<file path="config.mk">
export PLATFORM = sky130hd
export DESIGN_NAME = qspi_bridge_seq
export DESIGN_NICKNAME = d
export VERILOG_FILES = /design/src/rtl/qspi_bridge_seq.sv
export SDC_FILE = /design/constraint.sdc
export NUM_CORES = 1
export LEC_CHECK = 0
export ABC_AREA = 1
export CAP_MARGIN = 20
export CELL_PAD_IN_SITES_DETAIL_PLACEMENT = 1
export CELL_PAD_IN_SITES_GLOBAL_PLACEMENT = 1
export CORE_MARGIN = 4
export CORE_UTILIZATION = 42
export DETAILED_ROUTE_END_ITERATION = 7
export PLACE_DENSITY = 0.78
export SETUP_SLACK_MARGIN = 0.05
export SYNTH_ARGS = -nofsm -noshare
export SYNTH_HDL_FRONTEND = slang
export SYNTH_SLANG_ARGS = --single-unit
</file>
<file path="constraint.sdc">
create_clock -name clk_i -period 3.65 [get_ports clk_i]
set_clock_uncertainty 0.1 [all_clocks]
set_input_delay 0.73 -clock clk_i [delete_from_list [all_inputs] [get_ports clk_i]]
set_output_delay 0.73 -clock clk_i [all_outputs]
set_load 0.02 [all_outputs]
</file>
<file path="src/rtl/qspi_bridge_seq.sv">
// qspi_bridge_seq: sequences QSPI command/address/dummy/data phases into
// pipelined Wishbone reads (prefetched into a readback FIFO) and burst writes.
// Command codes: 8'h02 WRITE_THRU, 8'h03 READ, 8'h0B FAST_READ, 8'h9A DET_VT.
// Optional: define QSPI_BRIDGE_STATUS_EN to enable the 8'h05 status read.
module qspi_bridge_seq #(
   parameter int unsigned         ADDRBITS     = 26,
   parameter int unsigned         DATABITS     = 16,
   parameter int unsigned         IOREG_BITS   = 32,
   parameter int unsigned         FIFO_DEPTH   = 16,
   parameter int unsigned         DUMMY_CYCLES = 20,
   parameter logic [DATABITS-1:0] ERR_FILL     = 16'hDEAD
) (
   input  logic                  clk_i,
   input  logic                  reset_i,
   output logic [7:0]            txnbc_o,
   output logic                  txndir_o,
   output logic [IOREG_BITS-1:0] txndata_o,
   input  logic [IOREG_BITS-1:0] txndata_i,
   input  logic                  txndone_i,
   input  logic                  txnreset_i,
   output logic                  vt_mode,
   output logic                  err_o,
   output logic                  wb_cyc_o,
   output logic                  wb_stb_o,
   output logic                  wb_we_o,
   output logic [ADDRBITS-1:0]   wb_adr_o,
   output logic [DATABITS-1:0]   wb_dat_o,
   input  logic                  wb_err_i,
   input  logic                  wb_ack_i,
   input  logic                  wb_stall_i,
   input  logic [DATABITS-1:0]   wb_dat_i
);

   localparam logic [7:0] CMD_WRITE_THRU = 8'h02;
   localparam logic [7:0] CMD_READ       = 8'h03;
   localparam logic [7:0] CMD_FAST_READ  = 8'h0B;
   localparam logic [7:0] CMD_DET_VT     = 8'h9A;
`ifdef QSPI_BRIDGE_STATUS_EN
   localparam logic [7:0] CMD_STATUS     = 8'h05;
`endif

   localparam int unsigned ADDR_PH  = ((ADDRBITS + 7) / 8) * 8;
   localparam int unsigned DATA_PH  = ((DATABITS + 7) / 8) * 8;
   localparam logic [7:0]  BC_CMD   = 8'd8;
   localparam logic [7:0]  BC_ADDR  = 8'(ADDR_PH);
   localparam logic [7:0]  BC_STALL = 8'(4 * DUMMY_CYCLES);
   localparam logic [7:0]  BC_DATA  = 8'(DATA_PH);
   localparam int unsigned PW       = $clog2(FIFO_DEPTH);
   localparam int unsigned CW       = 7;
   localparam int unsigned SW       = CW + 1;

   typedef enum logic [2:0] {ST_CMD, ST_ADDR, ST_STALL, ST_READ, ST_WRITE} state_t;

   state_t              state, state_next;
   logic [2:0]          done_s, ce_s;
   logic                wstb_pe, ce_high, ce_rise;
   logic [7:0]          cmd;
   logic                rd_active, rd_active_next, rd_start, wr_req;
   logic                accept, resp, push, pop, stb_next, cyc_next;
   logic [CW-1:0]       inflight, inflight_next, drop_cnt;
   logic [CW-1:0]       level, level_next;
   logic [PW-1:0]       wr_ptr, rd_ptr;
   logic [DATABITS-1:0] mem [FIFO_DEPTH];
   logic [DATABITS-1:0] last_wdata;
   logic                status_mode;
   logic                unused_txn;

   assign unused_txn = ^txndata_i;

   assign wstb_pe = done_s[1] & ~done_s[2];
   assign ce_high = ce_s[1];
   assign ce_rise = ce_s[1] & ~ce_s[2];

   // Two-flop synchronisers plus edge history for phase-done and CE
   always_ff @(posedge clk_i or posedge reset_i) begin
      if (reset_i) begin
         done_s <= '0;
         ce_s   <= '1;
      end else begin
         done_s <= {done_s[1:0], txndone_i};
         ce_s   <= {ce_s[1:0], txnreset_i};
      end
   end

   // Phase state register
   always_ff @(posedge clk_i or posedge reset_i) begin
      if (reset_i) state <= ST_CMD;
      else         state <= state_next;
   end

   // Next phase and the phase shape presented to the shifter
   always_comb begin
      state_next = state;
      txnbc_o    = '0;
      txndir_o   = 1'b0;
      if (ce_high) begin
         state_next = ST_CMD;
      end else begin
         case (state)
            ST_CMD:   txnbc_o = BC_CMD;
            ST_ADDR:  txnbc_o = BC_ADDR;
            ST_STALL: txnbc_o = BC_STALL;
            ST_READ:  begin txnbc_o = BC_DATA; txndir_o = 1'b1; end
            ST_WRITE: txnbc_o = BC_DATA;
            default:  txnbc_o = '0;
         endcase
         if (wstb_pe) begin
            case (state)
               ST_CMD: begin
`ifdef QSPI_BRIDGE_STATUS_EN
                  if (txndata_i[7:0] == CMD_STATUS) state_next = ST_READ; else
`endif
                  state_next = ST_ADDR;
               end
               ST_ADDR: begin
                  case (cmd)
                     CMD_READ:       state_next = ST_READ;
                     CMD_FAST_READ:  state_next = ST_STALL;
                     CMD_WRITE_THRU: state_next = ST_WRITE;
                     default:        state_next = ST_CMD;
                  endcase
               end
               ST_STALL: state_next = ST_READ;
               ST_READ:  state_next = ST_READ;
               ST_WRITE: state_next = ST_WRITE;
               default:  state_next = ST_CMD;
            endcase
         end
      end
   end

   // Bus handshake, FIFO occupancy and request throttling
   always_comb begin
      accept   = wb_stb_o & ~wb_stall_i;
      resp     = wb_ack_i | wb_err_i;
      rd_start = (state == ST_ADDR) && wstb_pe && !ce_high &&
                 ((cmd == CMD_READ) || (cmd == CMD_FAST_READ));
      wr_req   = (state == ST_WRITE) && wstb_pe && !ce_high;
      pop      = (state == ST_READ) && wstb_pe && !ce_high && !status_mode && (level != '0);
      push     = resp && (inflight != '0) && (drop_cnt == '0) && !ce_high && !wb_we_o &&
                 ((level != CW'(FIFO_DEPTH)) || pop);

      inflight_next = inflight;
      if (accept && !(resp && inflight != '0))      inflight_next = inflight + CW'(1);
      else if (!accept && resp && inflight != '0)   inflight_next = inflight - CW'(1);

      level_next = level;
      if (push && !pop)      level_next = level + CW'(1);
      else if (!push && pop) level_next = level - CW'(1);

      rd_active_next = ce_high ? 1'b0 : (rd_start | rd_active);

      // A stalled request stays up; a fresh read needs room for its data
      if (ce_high)                     stb_next = 1'b0;
      else if (wr_req)                 stb_next = 1'b1;
      else if (wb_stb_o && wb_stall_i) stb_next = 1'b1;
      else if (rd_active_next)         stb_next = ({1'b0, level_next} + {1'b0, inflight_next}) < SW'(FIFO_DEPTH);
      else                             stb_next = 1'b0;

      cyc_next = stb_next | (inflight_next != '0);
   end

   // Wishbone master registers, inflight tracking and late-response discard
   always_ff @(posedge clk_i or posedge reset_i) begin
      if (reset_i) begin
         wb_cyc_o  <= 1'b0;
         wb_stb_o  <= 1'b0;
         wb_we_o   <= 1'b0;
         wb_adr_o  <= '0;
         wb_dat_o  <= '0;
         rd_active <= 1'b0;
         inflight  <= '0;
         drop_cnt  <= '0;
      end else begin
         wb_cyc_o  <= cyc_next;
         wb_stb_o  <= stb_next;
         rd_active <= rd_active_next;
         inflight  <= inflight_next;
         if (ce_high)                                        wb_we_o <= 1'b0;
         else if (state == ST_ADDR && wstb_pe)               wb_we_o <= (cmd == CMD_WRITE_THRU);
         if (state == ST_ADDR && wstb_pe && !ce_high)        wb_adr_o <= txndata_i[ADDRBITS-1:0];
         else if (accept)                                    wb_adr_o <= wb_adr_o + ADDRBITS'(1);
         if (wr_req)                                         wb_dat_o <= txndata_i[DATABITS-1:0];
         // everything outstanding when CE rises belongs to the aborted transfer
         if (ce_high)                                        drop_cnt <= inflight_next;
         else if (resp && drop_cnt != '0)                    drop_cnt <= drop_cnt - CW'(1);
      end
   end

   // Command latch, VT override and sticky error flag
   always_ff @(posedge clk_i or posedge reset_i) begin
      if (reset_i) begin
         cmd        <= '0;
         last_wdata <= '0;
         vt_mode    <= 1'b0;
         err_o      <= 1'b0;
      end else begin
         if (ce_rise) begin
            cmd        <= '0;
            last_wdata <= '0;
            if (cmd == CMD_DET_VT) vt_mode <= 1'b1;
            else if (cmd == CMD_WRITE_THRU && last_wdata == DATABITS'(16'h00F0)) vt_mode <= 1'b0;
         end else if (state == ST_CMD && wstb_pe && !ce_high) begin
            cmd <= txndata_i[7:0];
         end
         if (wr_req) last_wdata <= txndata_i[DATABITS-1:0];
         if (wb_err_i) err_o <= 1'b1;
`ifdef QSPI_BRIDGE_STATUS_EN
         else if (ce_rise && status_mode) err_o <= 1'b0;
`endif
      end
   end

`ifdef QSPI_BRIDGE_STATUS_EN
   // Status-read marker, held until CE rises
   always_ff @(posedge clk_i or posedge reset_i) begin
      if (reset_i)                                 status_mode <= 1'b0;
      else if (ce_high)                            status_mode <= 1'b0;
      else if (state == ST_CMD && wstb_pe && txndata_i[7:0] == CMD_STATUS) status_mode <= 1'b1;
   end
`else
   assign status_mode = 1'b0;
`endif

   // Readback FIFO pointers and level; CE high flushes
   always_ff @(posedge clk_i or posedge reset_i) begin
      if (reset_i) begin
         wr_ptr <= '0;
         rd_ptr <= '0;
         level  <= '0;
      end else if (ce_high) begin
         wr_ptr <= '0;
         rd_ptr <= '0;
         level  <= '0;
      end else begin
         if (push) wr_ptr <= wr_ptr + PW'(1);
         if (pop)  rd_ptr <= rd_ptr + PW'(1);
         level <= level_next;
      end
   end

   // Readback FIFO storage; bus errors store the fill pattern
   always_ff @(posedge clk_i) begin
      if (push) mem[wr_ptr] <= wb_err_i ? ERR_FILL : wb_dat_i;
   end

   // Word offered to the shifter during read data phases
   always_comb begin
      txndata_o = '0;
      if (state == ST_READ && !ce_high) begin
         if (status_mode)        txndata_o = IOREG_BITS'({err_o, vt_mode, level});
         else if (level != '0)   txndata_o = IOREG_BITS'(mem[rd_ptr]);
      end
   end

endmodule
</file>
==> results by group <==
Run status
  • Status: complete, no violations

Critical path
  • CP Class: flop to output port
  • Required time of the worst setup path: between 2 and 3 ns
  • RR Startpoint: inflight[0]$_DFF_PP0_
  • CP startpoint: rd_ptr[0]$_DFFE_PP0P_
  • Critical path fanouts, max: 23
  • Arrival @ worst endpoint: between 2 and 3 ns
  • Setup crit start kind: flop
  • Critical Path Sink Type: output port

CTS
  • Worst-Skew Late Latency: 0.56 ns
  • CTS root buf: clkbuf_16
  • TritonCTS clock tree: built
  • Clock Pin Slew Worst Setup and Hold Paths: 0.06 ns
  • Htree depth: 2
  • Max Buffers Root-to-Sink: 3
  • CTS sink cnt: 366
  • CTS buffer count: 41

Power
  • Peak supply drop: 0.359 mV
  • Int Power: 7450 µW
  • Leakage: 0.00753 µW
  • Logic pwr share: 0.146
  • Pwr Density: 518 mW/mm²
  • P_sw: 2810 µW
  • Sw Ratio: 0.274
  • Sequential Power Share: 0.474
  • Power share of the clock group: 0.381

Route
  • Vias per inst: 5.51
  • Vias: 12.0k
  • Routed wire length: 47700 µm
  • DRT iter0 DRCs: 708
  • DR DRC count: 0
  • WL/cell: 21.9 µm
  • Detailed Routing Iterations Pass 1: 4
  • Antenna-violating nets left: 0

Global route
  • First-pass GRT wire length: 73400 µm
  • Pin count of the biggest net entering global routing: 80
  • Gr ovfl total: 0
  • Vias in the first global route: between 10k and 15k
  • GRT Overall Usage: 0.225
  • Antenna violations before repair: 1

Floorplanning
  • Die H: 205 µm
  • Die Area: 0.0419 mm²
  • I/O Pins: 143
  • Core area: between 0.03 and 0.04 mm²
  • Starting Density: 0.428
  • Row cnt: 71
  • Die W: 205 µm

Synthesis
  • Yosys reg bits: roughly 370
  • Largest area contributor in the netlist: edfxtp_1
  • Sequential area share after synthesis: 0.643
  • Async set-or-reset flop fraction in the synthesized netlist: 0.301
  • Mapped Cells: 1469
  • Yosys cell types: 51
  • Ys flop type: edfxtp_1
  • Synth top area share: 0.473
  • Top cells by area, synth: edfxtp_1, dfrtp_1, nand2_1
  • Post-synth EDFFs: 256
  • Synth warn: 0
  • Avg Inst Size Synth: 11.1 µm²
  • Mapped cell area: 0.0162 mm²

Place
  • Post-DP HPWL: 30200 µm
  • RD Place Congestion: 0.823
  • I/O Buffers: 116

Cells and area
  • N_diodes: 0
  • Fill cells: 4094
  • Area growth, synth to finish: 22.0%
  • Multi-input logic area: between 0.005 and 0.006 mm²
  • Fraction of layout cells with a size suffix above 1: 0.140
  • Commonest non-fill, non-tap cells in the layout: edfxtp_1, nand2_1, nor2_1
  • Nets@finish: 1708
  • Most common cell after layout, fill and taps aside: edfxtp_1
  • Reg area: around 0.010 mm²

Timing
  • Fin. max-slew vios: 0
  • Final period utilization: 0.969
  • Final setup viols: 0
  • Setup TNS: 0 ns
  • Worst-Margin Slew: ~1 ns
  • Slew headroom: 0.328
  • RSZ-0062 raised after global routing: yes
  • Tmin final: 3.54 ns
  • Hold slack: 0.253 ns
  • Fmax: 283 MHz
  • Final Hold Fails: 0

Run
  • Max-cap violations: 0

Worst hold path
  • HP Start: ce_s[0]$_DFF_PP1_
  • Worst Hold Class: flop to flop
==> power groups by stage <==
stage	Clock, µW	Combinational, µW	Sequential (µW)
final	3910	1500	4860
after global routing	4160	1650	4890
after CTS	3980	1450	4860
after detailed placement	0	1430	4940
after global placement	0	1370	4930
after floorplan	0	747	4990
==> cell usage after synthesis, types with 2 or more instances <==
cell,instances
nor3_1,15
nand3_2,6
dfrtp_1,107
dfstp_2,3
nand2_1,215
o21ai_1,2
clkbuf_1,47
and2_1,2
o32ai_1,32
o22ai_1,8
a211oi_1,2
nor2_2,9
inv_2,13
edfxtp_1,256
or2_2,15
o221ai_1,37
clkinv_1,5
a21oi_1,37
ha_1,18
o21ai_0,121
nand2_4,3
nand2_2,6
nor4_1,6
buf_4,20
xnor2_1,11
xor2_1,23
nor2_4,5
inv_1,80
buf_1,9
a31oi_1,2
mux2i_1,32
nand4_1,14
nor2_1,201
o211ai_1,6
buf_2,8
o21a_1,2
o21bai_1,2
nand3_1,76
==> timing repair <==
item,CTS,global route
buffers inserted,2,2
gates cloned,1,1
setup endpoints to repair,17,17
gates resized for setup,33,31
hold buffers,0,0
pin swaps,0,2
==> stage by stage <==
step / instance area (µm²) / total power, µW / worst slack (ns) / instances / utilization
final: 19800 / 10300 / 0.113 / 2179 / 0.522
after global routing: 19800 / 10700 / -0.00611 / 2179 / 0.522
after CTS: 19700 / 10300 / 0.0560 / 2175 / 0.518
after detailed placement: 18300 / 6370 / -0.157 / 2096 / 0.483
after global placement: 18300 / 6300 / -0.0600 / 2096 / 0.483
after floorplan: 16300 / 5730 / 0.659 / 1488 / -
==> worst paths after layout <==
kind | endpoint | slack [ns] | depth (start not counted)
max | txndata_o[2] | 0.11 | 7
max reg2reg | wb_cyc_o$_DFF_PP0_ | 0.35 | 24
max in group asynchronous | rd_ptr[1]$_DFFE_PP0P_ | 2.37 | 3
min reg2reg | ce_s[1]$_DFF_PP1_ | 0.25 | 0
min in group asynchronous | wb_adr_o[22]$_DFFE_PP0P_ | 0.36 | 2
min | ce_s[1]$_DFF_PP1_ | 0.25 | 0
==> routing by layer <==
| metal | vias to the layer above | GRT usage | routed length (µm) |
|---|---|---|---|
| met5 | - | 0 | 0 |
| met4 | 0 | 0.0766 | 1450 |
| met3 | 93 | 0.0377 | 2310 |
| met2 | 300 | 0.387 | 23900 |
| met1 | 6122 | 0.291 | 20000 |
| li1 | 5484 | - | - |
==> area by class of cell <==
cell class / instances / area share
clock buffers: 52 / 0.0549
clock inverters: 24 / 0.00853
inverters: 99 / 0.0193
multi-input cells: 938 / 0.262
flip-flops and latches: 366 / 0.528
well taps: 511 / 0.0323
repair buffers: 189 / 0.0956
==> kinds of logic (layout without fill, tap and decap cells) <==
logic type,count (synthesis),after routing,share of synthesized area
multiplexers,32,32,0.0197
flip-flops,366,366,0.643
adder cells (fa/ha/maj),18,18,0.0139
AO/OA/AOI/OAI,255,255,0.0982
AND/OR/NAND/NOR,579,579,0.158
other,1,20,0.000231
XOR/XNOR,34,34,0.0183
buffers and inverters,184,364,0.0484
==> critical path, cell delays in order (launching register included) <==
cell           delay [ns]
dfrtp_4              0.53
inv_4                0.12
bufbuf_16            0.33
nor2_1               0.06
o221ai_1             0.25
o21ai_0              0.23
a21oi_4              0.28
dlygate4sd2_1        0.36
==> sequential cells by signal (all words and copies together) (netlist names) <==
register / count
mem: 256
wb_adr_o: 26
last_wdata: 16
wb_dat_o: 16
cmd: 8
drop_cnt: 7
inflight: 7
level: 7
rd_ptr: 4
wr_ptr: 4
ce_s: 3
done_s: 3
state: 3
err_o: 1
rd_active: 1
vt_mode: 1
wb_cyc_o: 1
wb_stb_o: 1
wb_we_o: 1
No activity file was read; power rests on OpenSTA's default activity.
